## config.mk

```make
export PLATFORM = sky130hd
export DESIGN_NAME = pixel_unpacker
export DESIGN_NICKNAME = d
export VERILOG_FILES = /design/src/rtl/pixel_unpacker.sv
export SDC_FILE = /design/constraint.sdc
export NUM_CORES = 1
export LEC_CHECK = 0
export ABC_CLOCK_PERIOD_IN_PS = 3850
export CAP_MARGIN = 20
export CORE_AREA = 8 8 136 169
export CTS_CLUSTER_SIZE = 20
export DETAILED_ROUTE_END_ITERATION = 8
export DIE_AREA = 0 0 144 177
export PLACE_DENSITY = 0.91
export SYNTH_ARGS = -nofsm -noshare
export SYNTH_HDL_FRONTEND = slang
export SYNTH_SLANG_ARGS = --single-unit
```

## constraint.sdc

```tcl
create_clock -name wrclk -period 3.85 [get_ports wrclk]
set_clock_uncertainty 0.15 [all_clocks]
set_input_delay 0.5775 -clock wrclk [delete_from_list [all_inputs] [get_ports wrclk]]
set_output_delay 0.5775 -clock wrclk [all_outputs]
set_load 0.01 [all_outputs]
```

## src/rtl/pixel_unpacker.sv

```systemverilog
// pixel_unpacker: splits WORD_W-bit frame-buffer words into PIX_W-bit pixels.
// Words arrive on a valid/ready handshake (in_*) and pixels leave one per
// cycle on a second valid/ready handshake (pix_*). The block also walks the
// frame-buffer word address (mem_addr) with frame wrap and pulses frame_end
// for one cycle after the last word of a frame is accepted.
// Build option: define UNPACK_LSB_FIRST_EN to emit pixel 0 from the least
// significant slice of the word; default order is MSB-first.
module pixel_unpacker #(
    parameter int WORD_W      = 192,
    parameter int PIX_W       = 24,
    parameter int ADDR_W      = 13,
    parameter int FRAME_WORDS = 4800
) (
    input  logic              wrclk,
    input  logic              rst_n,
    input  logic              sync_clr,
    input  logic [WORD_W-1:0] in_data,
    input  logic              in_valid,
    output logic              in_ready,
    output logic [PIX_W-1:0]  pix_q,
    output logic              pix_valid,
    input  logic              pix_ready,
    output logic [ADDR_W-1:0] mem_addr,
    output logic              frame_end
);

    localparam int PPW   = WORD_W / PIX_W;
    localparam int IDX_W = (PPW > 1) ? $clog2(PPW) : 1;
    localparam int SLOTS = 2 ** IDX_W;

    // Parameter sanity, caught at elaboration.
    if ((WORD_W % PIX_W) != 0) begin : g_err_div
        $error("pixel_unpacker: WORD_W must be a multiple of PIX_W");
    end
    if (PPW < 2) begin : g_err_ppw
        $error("pixel_unpacker: WORD_W/PIX_W must be at least 2");
    end
    if ((FRAME_WORDS < 2) || (FRAME_WORDS > (2 ** ADDR_W))) begin : g_err_frame
        $error("pixel_unpacker: FRAME_WORDS must be within 2..2**ADDR_W");
    end

    logic [WORD_W-1:0] word_q, word_d;
    logic [IDX_W-1:0]  idx_q, idx_d;
    logic              full_q, full_d;
    logic [ADDR_W-1:0] addr_q, addr_d;
    logic              frame_end_q, frame_end_d;

    logic              accept_s;
    logic              consume_s;
    logic              last_s;
    logic              wrap_s;
    logic [PIX_W-1:0]  slot_s [SLOTS];

    // Slice the holding word into pixel slots; unused slots (non power-of-two
    // PPW) read as zero and are never selected.
    for (genvar k = 0; k < SLOTS; k++) begin : g_slot
        if (k < PPW) begin : g_real
`ifdef UNPACK_LSB_FIRST_EN
            assign slot_s[k] = word_q[k*PIX_W +: PIX_W];
`else
            assign slot_s[k] = word_q[WORD_W-1-k*PIX_W -: PIX_W];
`endif
        end else begin : g_pad
            assign slot_s[k] = '0;
        end
    end

    assign pix_q     = slot_s[idx_q];
    assign pix_valid = full_q;
    assign mem_addr  = addr_q;
    assign frame_end = frame_end_q;

    // Handshake decode; in_ready reopens on the last pixel so words stream without a bubble.
    always_comb begin
        consume_s = full_q & pix_ready;
        last_s    = consume_s & (idx_q == IDX_W'(PPW - 1));
        in_ready  = ~full_q | last_s;
        accept_s  = in_valid & in_ready;
        wrap_s    = (addr_q == ADDR_W'(FRAME_WORDS - 1));
    end

    // Next-state: clear beats accept, accept beats last, last beats plain consume.
    always_comb begin
        word_d      = word_q;
        idx_d       = idx_q;
        full_d      = full_q;
        addr_d      = addr_q;
        frame_end_d = 1'b0;
        if (sync_clr) begin
            word_d = '0;
            idx_d  = '0;
            full_d = 1'b0;
            addr_d = '0;
        end else if (accept_s) begin
            word_d      = in_data;
            idx_d       = '0;
            full_d      = 1'b1;
            addr_d      = wrap_s ? '0 : (addr_q + ADDR_W'(1));
            frame_end_d = wrap_s;
        end else if (last_s) begin
            idx_d  = '0;
            full_d = 1'b0;
        end else if (consume_s) begin
            idx_d = idx_q + IDX_W'(1);
        end else begin
            idx_d = idx_q;
        end
    end

    // State registers with asynchronous active-low reset.
    always_ff @(posedge wrclk or negedge rst_n) begin
        if (!rst_n) begin
            word_q      <= '0;
            idx_q       <= '0;
            full_q      <= 1'b0;
            addr_q      <= '0;
            frame_end_q <= 1'b0;
        end else begin
            word_q      <= word_d;
            idx_q       <= idx_d;
            full_q      <= full_d;
            addr_q      <= addr_d;
            frame_end_q <= frame_end_d;
        end
    end

endmodule

```

==> flow_metrics.tcl <==
set metrics [dict create \
    rows 59 \
    grt_pass1_vias 8832 \
    start_kind "register" \
    insertion_delay_ps 480 \
    cap_violations 0 \
    routabilityCongestion 0.8787 \
    syn-num-nets 1230 \
    ant_nets 0 \
    syn_to_final_growth_pct 32.03 \
    dp_hpwl_um 21570 \
    drtIter0Drc 824 \
    synth_common_cells "nand2_1 (397), dfrtp_1 (210), a21oi_1 (198)" \
    yosys.area.top_type "dfrtp_1" \
    grt_pass1_wl_um 46820 \
    synth_area_leaders "dfrtp_1 (53%), nand2_1 (15%), mux4_2 (11%)" \
    syn-mean-instance-area_sq_um 9.635 \
    start_util_pct 48.53 \
    rsz0062_at_grt "no" \
    hold_ws_ps 25.16 \
    worstPathRequired_ps 3120 \
    yosys_warnings 0 \
    clockRootBuffer "clkbuf_16" \
    hold_viol_final 0 \
    max_slew_margin_pct 46.92 \
    drive_gt1_share_pct 9.748 \
    placed_cell_area_sq_mm 0.01248 \
    setup_violations 0 \
    power.density_mw_per_mm2 381.5 \
    viasPerCell 5.571 \
    worstPathArrival_ps 2920 \
    status "completed" \
    holdBufCountCts 0 \
    crit_path_max_fanout 26 \
    finalCriticalPeriod_ps 3649 \
    finalInstanceArea_sq_mm 0.01310 \
    fin_tns_setup_ps 0 \
    yosysSeqAreaShare_pct 52.95 \
    critical_path_class "reg -> out" \
    wirelength_um 30050 \
    overflow 0 \
    grt_start_max_net_pins 135 \
    peakVddDrop_v 0.0003350 \
    synth-seq-cells 210 \
    portBuffers 236 \
    synth_ff_type "dfrtp_1" \
    drc 0 \
    syn_inst 1030 \
    synth-async-reset-ratio_pct 100.0 \
    die_h_um 177 \
    die_w_um 144 \
    tritoncts "built" \
    antenna_found_initial 3 \
    power.leakage_nw 5.420 \
    synth.most_common_cell "nand2_1" \
    post_drt_wl_per_cell_um 19.94 \
    vias 8396 \
    critPathCaptureType "output port" \
    fmax_mhz 274.0 \
    worstMarginPinSlew_ps 796.2 \
    cts.clk_slew.worst_paths_ps 60 \
    cts-htree-levels 1 \
    pin_count 237 \
    drv_slew 0 \
    first_pass_iters 5 \
    netlist_area_sq_mm 0.009925 \
    core_sq_mm 0.02045 \
    synth_cell_types 40 \
    hp-class "in -> async" \
    cts_made_buffers 21 \
    final.period_utilization_pct 94.78 \
    synth_top_area_share_pct 52.95 \
    fp.dieArea_sq_mm 0.02549 \
    cts_sinks 210 \
    synth_edf_count 0 \
    gr-usage-all-layers_pct 23.75 \
    final_net_count 1421 \
    max-clock-path-buffers 3 \
    cts_setup_buffers 0 \
    post_cts_resized 0 \
]
final timing paths:
check                                     to  cells after the start   startpoint  slack (ps)
worst max-delay path                pix_q[6]                      4     idx_q[0]         200
worst min-delay path              slot_s[11]                      1        rst_n          30
worst max register to register    slot_s[72]                      8     idx_q[0]         650
worst min register to register   slot_s[108]                      2  slot_s[108]         370
max in group asynchronous       mem_addr[12]                      2        rst_n        2650
min in group wrclk               slot_s[108]                      2  slot_s[108]         370
state kept, by name (all words and copies together) (netlist names):
name	count
pix_valid	1
frame_end	1
idx_q	3
slot_s	192
mem_addr	13
layout by cell type (no fill, tap or decap), drive strengths merged, types with 8 or more instances in the layout:
master         synthesis  final
clkdlybuf4s50          0    234
dfrtp                210    210
nor2                   8      8
mux4                  48     48
nand2                398    398
o21ai                  8      8
mux2                  24     24
nand3                  9      9
buf                   46     13
clkbuf                34     30
a21oi                198    198
where the power goes:
part	total (W)	switching (W)	leakage [nW]	internal, W
Sequential	0.00240	0.0000814	2.83	0.00232
Combinational	0.000699	0.000337	2.28	0.000362
Clock	0.00190	0.000798	0.302	0.00110
metrics by stage:
stage / total power (W) / util (%) / setup slack, ps / std cells
2_1_floorplan: 0.002732 / - / 1542 / 1030
3_3_place_gp: 0.003116 / 61.01 / 659.7 / 1472
3_5_place_dp: 0.003138 / 61.01 / 675.0 / 1472
4_1_cts: 0.005042 / 64.06 / 143.9 / 1505
5_1_grt: 0.005203 / 64.08 / 21.17 / 1507
6_report: 0.004999 / 64.08 / 200.9 / 1507
area by class of cell:
class | count | area (sq um)
antenna | 2 | 5.005
clock buffer | 29 | 575.6
clock inverter | 4 | 47.55
fill | 1626 | 7345
inverter | 4 | 15.01
multi-input combinational | 736 | 4313
sequential | 210 | 5260
tap | 274 | 342.8
timing repair buffer | 248 | 2545
layer usage:
metal / track usage [%] / vias up / wire length, um
met5: 0 / - / 11
met4: 11.59 / 2 / 1448
met3: 4.157 / 70 / 1925
met2: 43.15 / 354 / 16050
met1: 26.13 / 4098 / 10610
li1: - / 3872 / -
cell families (layout without fill, tap and decap cells):
logic type | count (synthesis) | in the layout | share of synthesized area [%]
other | 0 | 2 | 0
and+or+nand+nor | 438 | 438 | 17.50
AOI/OAI and AO/OA | 219 | 219 | 11.45
xor gates and xnor gates | 4 | 4 | 0.3531
buffers and inverters | 84 | 285 | 3.757
DFF | 210 | 210 | 52.95
muxes | 72 | 72 | 13.62
adders and majority gates | 3 | 3 | 0.3783
worst max-delay path: stages, from the launching register on:
cell,delay (ps)
dfrtp_4,800
buf_12,300
mux4_2,540
mux2_2,300
clkdlybuf4s50_1,490
Note: power is estimated with default switching activity, not from simulation.
